[config.mk]
export PLATFORM = sky130hd
export DESIGN_NAME = sdram_init_aref_ctrl
export DESIGN_NICKNAME = d
export VERILOG_FILES = /design/src/rtl/sdram_init_aref_ctrl.sv
export SDC_FILE = /design/constraint.sdc
export NUM_CORES = 1
export LEC_CHECK = 0
export BUFFER_PORTS_ARGS = -buffer_cell sky130_fd_sc_hd__buf_2
export CAP_MARGIN = 40
export CORE_MARGIN = 1
export CORE_UTILIZATION = 45
export CTS_CLUSTER_DIAMETER = 80
export CTS_CLUSTER_SIZE = 10
export DETAILED_ROUTE_END_ITERATION = 10
export SLEW_MARGIN = 20
export SYNTH_ARGS = -nofsm -noshare
export SYNTH_HDL_FRONTEND = slang
export SYNTH_SLANG_ARGS = --single-unit
[constraint.sdc]
create_clock -name Sys_clk -period 3.3 [get_ports Sys_clk]
set_input_delay 0.495 -clock Sys_clk [delete_from_list [all_inputs] [get_ports Sys_clk]]
set_output_delay 0.495 -clock Sys_clk [all_outputs]
set_load 0.02 [all_outputs]
[src/rtl/sdram_init_aref_ctrl.sv]
// SDRAM power-up initialisation and periodic auto-refresh controller.
// It runs the power-up wait, PRECHARGE ALL, the init auto-refreshes and the
// mode register load, then raises refresh requests on a free-running interval.
// Each request is executed once the command arbiter grants it.
//
// state    | meaning
// ---------+---------------------------------------------------------------
// S_WAIT   | power-up wait, counting down T_POWERUP
// S_PRE    | PRECHARGE ALL goes on the bus at the next edge
// S_TRP    | precharge recovery before the first init AREF
// S_AREF   | init AUTO REFRESH goes on the bus at the next edge
// S_TRFC   | refresh recovery between init AREFs / before MRS
// S_MRS    | LOAD MODE REGISTER goes on the bus at the next edge
// S_TMRD   | mode register recovery, leaves into S_IDLE with INIT_DONE
// S_IDLE   | initialised, waiting for a grant while a refresh is pending
// S_RPRE   | grant accepted, PRECHARGE ALL goes on the bus at the next edge
// S_RTRP   | precharge recovery before the runtime AREF
// S_RAREF  | runtime AUTO REFRESH goes on the bus at the next edge
// S_RTRFC  | refresh recovery, leaves into S_IDLE with AREF_DONE
//
// Every output is registered; each command state lasts one cycle, so its
// command is driven for exactly that one cycle after it.

module sdram_init_aref_ctrl #(
    parameter int         SDRAM_ADDR_WIDTH   = 12,
    parameter int         SDRAM_BANK_WIDTH   = 2,
    parameter int         T_POWERUP          = 20000,
    parameter int         T_RP               = 2,
    parameter int         T_RFC              = 7,
    parameter int         T_MRD              = 2,
    parameter int         INIT_AREF_NUM      = 8,
    parameter int         REF_INTERVAL       = 780,
    parameter int         CAS_LATENCY        = 3,
    parameter logic [2:0] BURST_CODE         = 3'b111,
    parameter bit         WRITE_BURST_SINGLE = 1'b0
) (
    input  logic                        Sys_clk,
    input  logic                        Rst_n,
    input  logic                        AREF_EN,
    output logic                        AREF_REQ,
    output logic                        AREF_DONE,
    output logic                        BUSY,
    output logic                        INIT_DONE,
    output logic                        REF_ERR,
    output logic [3:0]                  COMMAND,
    output logic [SDRAM_ADDR_WIDTH-1:0] A_ADDR,
    output logic [SDRAM_BANK_WIDTH-1:0] BANK_ADDR
);

    function automatic int max2(input int a, input int b);
        return (a > b) ? a : b;
    endfunction

    localparam int TMR_MAX = max2(max2(T_POWERUP, T_RP), max2(T_RFC, T_MRD));
    localparam int TW      = $clog2(TMR_MAX + 1);
    localparam int RW      = $clog2(REF_INTERVAL + 1);
    localparam int CW      = $clog2(INIT_AREF_NUM + 1);

    localparam logic [3:0] CMD_NOP  = 4'b0111;
    localparam logic [3:0] CMD_PRE  = 4'b0010;
    localparam logic [3:0] CMD_AREF = 4'b0001;
    localparam logic [3:0] CMD_MRS  = 4'b0000;

    localparam logic [2:0]                  CL_BITS   = 3'(CAS_LATENCY);
    localparam logic [9:0]                  MODE_LOW  = {WRITE_BURST_SINGLE, 2'b00, CL_BITS, 1'b0, BURST_CODE};
    localparam logic [SDRAM_ADDR_WIDTH-1:0] MODE_WORD = SDRAM_ADDR_WIDTH'(MODE_LOW);
    // A10 high selects all banks for PRECHARGE
    localparam logic [SDRAM_ADDR_WIDTH-1:0] PRE_WORD  = SDRAM_ADDR_WIDTH'(1024);

    typedef enum logic [3:0] {
        S_WAIT, S_PRE, S_TRP, S_AREF, S_TRFC, S_MRS, S_TMRD,
        S_IDLE, S_RPRE, S_RTRP, S_RAREF, S_RTRFC
    } state_t;

    state_t                      state, state_nxt;
    logic [TW-1:0]               tmr, tmr_nxt;
    logic [CW-1:0]               aref_cnt, aref_cnt_nxt;
    logic [RW-1:0]               ref_tmr;
    logic [1:0]                  pending, pending_nxt;
    logic                        tc, grant;
    logic [3:0]                  cmd_nxt;
    logic [SDRAM_ADDR_WIDTH-1:0] addr_nxt;
    logic                        busy_nxt, done_nxt, init_done_nxt;

    assign tc    = INIT_DONE && (ref_tmr == '0);
    assign grant = (state == S_IDLE) && (pending != 2'd0) && AREF_EN;

    // State register, sequencing timer and init refresh count
    always_ff @(posedge Sys_clk or negedge Rst_n) begin
        if (!Rst_n) begin
            state    <= S_WAIT;
            tmr      <= TW'(T_POWERUP - 1);
            aref_cnt <= '0;
        end else begin
            state    <= state_nxt;
            tmr      <= tmr_nxt;
            aref_cnt <= aref_cnt_nxt;
        end
    end

    // Next state and next registered outputs. A wait of T cycles between two
    // commands needs T-1 cycles outside the command states, so a wait of one
    // cycle jumps straight to the next command state.
    always_comb begin
        state_nxt    = state;
        tmr_nxt      = tmr;
        aref_cnt_nxt = aref_cnt;
        cmd_nxt      = CMD_NOP;
        addr_nxt     = '0;

        unique case (state)
            S_WAIT: begin
                if (tmr == '0) state_nxt = S_PRE;
                else           tmr_nxt   = tmr - TW'(1);
            end
            S_PRE: begin
                cmd_nxt  = CMD_PRE;
                addr_nxt = PRE_WORD;
                if (T_RP == 1) begin
                    state_nxt = S_AREF;
                end else begin
                    state_nxt = S_TRP;
                    tmr_nxt   = TW'(T_RP - 2);
                end
            end
            S_TRP: begin
                if (tmr == '0) state_nxt = S_AREF;
                else           tmr_nxt   = tmr - TW'(1);
            end
            S_AREF: begin
                cmd_nxt      = CMD_AREF;
                aref_cnt_nxt = aref_cnt + CW'(1);
                if (T_RFC == 1) begin
                    state_nxt = (aref_cnt == CW'(INIT_AREF_NUM - 1)) ? S_MRS : S_AREF;
                end else begin
                    state_nxt = S_TRFC;
                    tmr_nxt   = TW'(T_RFC - 2);
                end
            end
            S_TRFC: begin
                if (tmr == '0) state_nxt = (aref_cnt == CW'(INIT_AREF_NUM)) ? S_MRS : S_AREF;
                else           tmr_nxt   = tmr - TW'(1);
            end
            S_MRS: begin
                cmd_nxt   = CMD_MRS;
                addr_nxt  = MODE_WORD;
                state_nxt = S_TMRD;
                tmr_nxt   = TW'(T_MRD - 1);
            end
            S_TMRD: begin
                if (tmr == '0) state_nxt = S_IDLE;
                else           tmr_nxt   = tmr - TW'(1);
            end
            S_IDLE: begin
                if (grant) state_nxt = S_RPRE;
            end
            S_RPRE: begin
                cmd_nxt  = CMD_PRE;
                addr_nxt = PRE_WORD;
                if (T_RP == 1) begin
                    state_nxt = S_RAREF;
                end else begin
                    state_nxt = S_RTRP;
                    tmr_nxt   = TW'(T_RP - 2);
                end
            end
            S_RTRP: begin
                if (tmr == '0) state_nxt = S_RAREF;
                else           tmr_nxt   = tmr - TW'(1);
            end
            S_RAREF: begin
                cmd_nxt   = CMD_AREF;
                state_nxt = S_RTRFC;
                tmr_nxt   = TW'(T_RFC - 1);
            end
            S_RTRFC: begin
                if (tmr == '0) state_nxt = S_IDLE;
                else           tmr_nxt   = tmr - TW'(1);
            end
            default: begin
                state_nxt = S_WAIT;
                tmr_nxt   = TW'(T_POWERUP - 1);
            end
        endcase

        // BUSY stays low in the grant cycle and drops together with the
        // return to S_IDLE
        busy_nxt      = !((state == S_IDLE) || (state_nxt == S_IDLE));
        done_nxt      = (state == S_RTRFC) && (state_nxt == S_IDLE);
        init_done_nxt = INIT_DONE || (state_nxt == S_IDLE);
    end

    // Saturating count of refreshes owed; a grant and a terminal count in
    // the same cycle cancel
    always_comb begin
        pending_nxt = pending;
        if (tc && !grant && (pending != 2'd3)) pending_nxt = pending + 2'd1;
        else if (grant && !tc)                 pending_nxt = pending - 2'd1;
    end

    // Refresh interval down-counter, held loaded until init completes
    always_ff @(posedge Sys_clk or negedge Rst_n) begin
        if (!Rst_n)              ref_tmr <= RW'(REF_INTERVAL - 1);
        else if (!INIT_DONE)     ref_tmr <= RW'(REF_INTERVAL - 1);
        else if (ref_tmr == '0)  ref_tmr <= RW'(REF_INTERVAL - 1);
        else                     ref_tmr <= ref_tmr - RW'(1);
    end

    // Pending count, request and sticky overrun flag
    always_ff @(posedge Sys_clk or negedge Rst_n) begin
        if (!Rst_n) begin
            pending  <= 2'd0;
            AREF_REQ <= 1'b0;
            REF_ERR  <= 1'b0;
        end else begin
            pending  <= pending_nxt;
            AREF_REQ <= (pending_nxt != 2'd0);
            REF_ERR  <= REF_ERR || (tc && (pending == 2'd3));
        end
    end

    // Registered command bus and status outputs
    always_ff @(posedge Sys_clk or negedge Rst_n) begin
        if (!Rst_n) begin
            COMMAND   <= CMD_NOP;
            A_ADDR    <= '0;
            BANK_ADDR <= '0;
            BUSY      <= 1'b1;
            INIT_DONE <= 1'b0;
            AREF_DONE <= 1'b0;
        end else begin
            COMMAND   <= cmd_nxt;
            A_ADDR    <= addr_nxt;
            BANK_ADDR <= '0;
            BUSY      <= busy_nxt;
            INIT_DONE <= init_done_nxt;
            AREF_DONE <= done_nxt;
        end
    end

endmodule

=== Yosys cells after proc, flatten, opt, wreduce, memory -nomap -nowiden ===
Cells that the tools add are included.

* Flip-flop bits (word level): 56
* Input port bits: 3
* Output and inout port bits: 23
* Word-level logic and storage cells: 74

* Add/subtract/negate cells: 5
* Equal/unequal tests: 16
* Muxes and demuxes: 16
* Bitwise logic cells: 1
* Reductions and logical operators: 24

{| class="wikitable"
|+ Operator list
! cell !! number
|-
| 15-bit case mux with 6 select lines || 1
|-
| 4-bit case mux with 11 select lines || 1
|-
| 4-bit two-way mux || 6
|-
| 11-bit case mux with 2 select lines || 1
|-
| 4-bit by 3-bit equality test with 1-bit output, second input constant || 5
|-
| 4-bit equality test, second input constant || 5
|-
| 10-bit two-way mux || 2
|-
| 15-bit logical NOT || 1
|-
| 15-bit two-way mux || 1
|-
| 15-bit by 1-bit subtractor with 15-bit output, second input constant || 1
|-
| 10-bit logical NOT || 1
|-
| 10-bit by 1-bit subtractor with 10-bit output, second input constant || 1
|-
| 3-bit case mux with 3 select lines || 1
|-
| 4-bit by 2-bit equality test with 1-bit output, second input constant || 2
|-
| 1-bit logical AND || 8
|-
| 2-bit OR reduction || 3
|-
| 6-bit OR reduction || 1
|-
| 4-bit by 1-bit adder with 4-bit output, second input constant || 1
|-
| 4-bit by 1-bit equality test with 1-bit output, second input constant || 1
|-
| 4-bit logical NOT || 1
|-
| 2-bit two-way mux || 2
|-
| 2-bit inequality test, second input constant || 2
|-
| 2-bit nonzero test || 2
|-
| 1-bit logical NOT || 3
|-
| 7 further kinds || 9
|}

=== Longest topological paths before layout ===
* Depth in word-level cells: 8
* Depth in mapped cells: 8
* Gate-level depth less buffers: 7

=== Worst setup path after synthesis ===
No wires, ideal clock.

* Path type: reg-to-reg
* Start: register tmr[0]
* End: register INIT_DONE
* Setup time: 0.120 ns
* Arrival: 1.864 ns
* Required time: 3.180 ns
* Slack: 1.316 ns
* Stages on the path, launching flop included: 9
* Path buffers: 1
* Clock period less this slack: 1.984 ns
* Cell sequence: dfstp_2 inv_1 ha_1 nor4b_1 and4_2 buf_4 nor3_1 a2111oi_4 a31o_2

* Cells in the longest elaborated chain, start to end: 5
* Elaborated cells on any way between the ends: 9
* Those cells by class: eq/ne: 1; mux: 6; reduce/logical: 2

{| class="wikitable"
|+ Ends and longest elaborated chain
! what !! line !! text
|-
| from (decl) || 76 || <nowiki>logic [TW-1:0] tmr, tmr_nxt;</nowiki>
|-
| from (signal assigned) || 92 || <nowiki>tmr <= TW'(T_POWERUP - 1);</nowiki>
|-
| from (signal assigned) || 96 || <nowiki>tmr <= tmr_nxt;</nowiki>
|-
| 15-bit logical NOT (*) || - ||
|-
| 4-bit two-way mux, on equally long branches || - ||
|-
| 4-bit case mux with 11 select lines (*) || 111 || <nowiki>unique case (state)</nowiki>
|-
| via state_nxt[1] || 75 || <nowiki>state_t state, state_nxt;</nowiki>
|-
| 4-bit by 3-bit equality test with 1-bit output (*) || 190 || <nowiki>init_done_nxt = INIT_DONE || (state_nxt == S_IDLE);</nowiki>
|-
| 1-bit logical OR (*) || 190 ||
|-
| via init_done_nxt || 83 || <nowiki>logic busy_nxt, done_nxt, init_done_nxt;</nowiki>
|-
| to (signal assigned) || 236 || <nowiki>INIT_DONE <= init_done_nxt;</nowiki>
|-
| to (decl) || 43 || <nowiki>output logic INIT_DONE,</nowiki>
|}

Mark *: on every way through the listed nets, which the timed path passes. The rest lies on a longest branch.
A chain may end at the register's enable or synchronous reset.

=== Worst setup path in the final report ===
* Start: register state[2]
* End: register tmr[11]

* Cells in the longest elaborated chain, start to end: 4
* Elaborated cells on any way between the ends: 18
* Those cells by class: eq/ne: 12; mux: 1; bitwise: 1; reduce/logical: 4

{| class="wikitable"
|+ Ends and longest elaborated chain
! what !! line !! text
|-
| from (decl) || 75 ||
|-
| from (signal assigned) || 95 || <nowiki>state <= state_nxt;</nowiki>
|-
| 4-bit equality test (tied with other cells) || 111 ||
|-
| 6-bit OR reduction (no source line) || - ||
|-
| 2-bit inequality test (no source line) || - ||
|-
| 2-bit AND reduction (no source line) || - ||
|}

Parallel ways exist; a longest one is shown, timed or not.

==> results_dict.tcl <==
set metrics [dict create \
    grt_use_total_pct 18.1 \
    coreArea_um2 5540 \
    dieArea_um2 6060 \
    grt_overflow 0 \
    async_reset_ff_share_pct 100 \
    hold_class "in2async" \
    critPathKind "reg2reg" \
    ys_seq_elements 45 \
    r2r_start "state[2]$_DFF_PN0_" \
    timing_hold_violations_final 0 \
    clkSinkCount 45 \
    ios 26 \
    reg2reg_to "tmr[11]$_DFFE_PN1P_" \
    rsz0062_at_grt "no" \
    firstDrtPassIters 4 \
    max_freq_mhz 467 \
    relSlewSlack_pct 60.6 \
    clkLatencyLatePin_ps 300 \
    yosysTopAreaCellShare_pct 26.1 \
    post_cts_buffers 0 \
    utilization_pct 50.0 \
    initial_core_util_pct 46.7 \
    drc 0 \
    clk_pin_slew_ps 90 \
    cp_max_fo 20 \
    worstPathRequired_ps 3540 \
    seq_area_frac_synth_pct 44.4 \
    peakVddDrop_mv 0.235 \
    min_period_ps 2140 \
    worst_pin_slew_ps 584 \
    wl_um 4840 \
    maxCapViolations 0 \
    avgSynthCellArea_um2 9.73 \
    grt_pass1_wl_um 8540 \
    synth.area.top_cells "dfrtp_1 (26%), dfstp_2 (18%), buf_4 (4.1%)" \
    layout_commonest_cell "dfrtp_1" \
    cts.path.max_buffers 2 \
    r2r_slack_ps 1160 \
    placed_cell_area_um2 2670 \
    synth-edff-count 0 \
    p_leak_nw 1.18 \
    cts_tree "yes" \
    cts_root_buffer "clkbuf_8" \
    drt_first_iter_violations 150 \
    min_period_over_period_pct 64.8 \
    synth.distinct_cells 60 \
    layout-drive-gt1-share_pct 21.3 \
    syn_area_um2 2590 \
    synthCells 266 \
    final_cell_area_um2 2770 \
    tns_ps 0 \
    hpwl_um 3480 \
    final_nets 286 \
    die_w_um 77.8 \
    first_global_vias 1803 \
    antenna_found_initial 0 \
    slew_violations 0 \
    grt_max_degree 30 \
    io_buffers 16 \
    skew_ps 6.85 \
    yosysWarnings 0 \
    setup_viol 0 \
    diodes 0 \
    hold_buffers 0 \
    powerDensity_nw_per_um2 616 \
    cts_resized 0 \
    drtAntennaViolNets 0 \
    routed-via-count 1888 \
    endpoint_kind "flop" \
    status "completed" \
    arrival_ps 2380 \
    cts_made_buffers 5 \
    final_cell_mix "dfrtp_1 (27), nor2_1 (22), nand2_1 (20), a21oi_1 (20), o21ai_0 (20)" \
    htreeDepth 2 \
    critical_path.startpoint_type "flop" \
    wl_per_cell_um 13.9 \
    place_congestion 0.801 \
    die_h_um 77.8 \
    placementRows 27 \
    r2r_cells 6 \
    synth_top_area_cell "dfrtp_1" \
    ys.flop_type "dfrtp_1" \
    viasPerCell 5.41 \
    area_delta_synth_final_pct 7.06 \
]
-- registers in the layout, summed over array words and instances, names as in the netlist --
register   flops
AREF_DONE      1
state          4
A_ADDR         2
INIT_DONE      1
AREF_REQ       1
ref_tmr       10
aref_cnt       4
tmr           15
pending        2
BUSY           1
COMMAND        3
REF_ERR        1
-- cell families after synthesis --
kind of cell    synth area share, %
simple gates                   20.2
compound gates                 18.6
flops                          44.4
buf+inv                        7.44
xor+xnor                       5.41
fa+ha+maj                      3.38
other cells                   0.145
mux                           0.435
-- final cells by class --
| class | instances | area [um^2] |
|---|---|---|
| Clock buffer | 6 | 82.6 |
| Clock inverter | 2 | 16.3 |
| Fill cell | 525 | 2770 |
| Inverter | 13 | 48.8 |
| Multi-Input combinational cell | 193 | 1280 |
| Sequential cell | 45 | 1150 |
| Tap cell | 72 | 90.1 |
| Timing Repair Buffer | 18 | 108 |
-- cells in the mapped netlist, drive strengths merged, types with 4 or more instances --
master / count
dfrtp: 27
nor2: 22
a21oi: 21
nand2: 20
o21ai: 20
buf: 19
dfstp: 18
inv: 13
xnor2: 12
ha: 7
nand3: 5
nor2b: 5
nor3: 5
nor4: 5
clkbuf: 4
o31a: 4
or3: 4
xor2: 4
-- power breakdown --
| group | total, W | switching (W) | internal (W) |
|---|---|---|---|
| Combinational | 0.000455 | 0.000249 | 0.000206 |
| Sequential | 0.000884 | 0.000175 | 0.000709 |
| Clock | 0.000370 | 0.000197 | 0.000172 |
-- worst max path at each step --
stage,from,to,slack [ps],depth (start not counted)
2_1_floorplan,tmr[0]$_DFFE_PN1P_,INIT_DONE$_DFF_PN0_,1320,8
3_3_place_gp,tmr[0]$_DFFE_PN1P_,tmr[8]$_DFFE_PN0P_,1120,7
3_5_place_dp,state[2]$_DFF_PN0_,AREF_REQ$_DFF_PN0_,1160,5
4_1_cts,state[2]$_DFF_PN0_,AREF_REQ$_DFF_PN0_,1130,5
5_1_grt,state[2]$_DFF_PN0_,tmr[11]$_DFFE_PN1P_,930,6
6_report,state[2]$_DFF_PN0_,tmr[11]$_DFFE_PN1P_,1160,6
-- per-stage QoR --
| step | worst slack (ps) | total power [W] | hold slack [ps] | std cells |
|---|---|---|---|---|
| 2_1_floorplan | 1320 | 0.00123 | 199 | 274 |
| 3_3_place_gp | 1120 | 0.00135 | 441 | 340 |
| 3_5_place_dp | 1160 | 0.00135 | 441 | 341 |
| 4_1_cts | 1130 | 0.00173 | 112 | 349 |
| 5_1_grt | 930 | 0.00183 | 132 | 349 |
| 6_report | 1160 | 0.00171 | 109 | 349 |
-- per-layer routing --
| layer | global-route usage, % | part of all wire (%) | vias up |
|---|---|---|---|
| met4 | 8.87 | 1.5 | 0 |
| met2 | 27.3 | 45 | 33 |
| met5 | 0 | 0 | - |
| met1 | 25.1 | 50 | 911 |
| met3 | 2.82 | 3.1 | 5 |
| li1 | - | - | 939 |
-- worst max-delay path, stage by stage (launching register included) --
cell and delay, ps:
dfrtp_1 730, nor2b_1 220, a21oi_2 420, o21ai_0 130
buf_4 190, nor4_1 240, a221o_1 150
No activity file was read; power rests on OpenSTA's default activity.
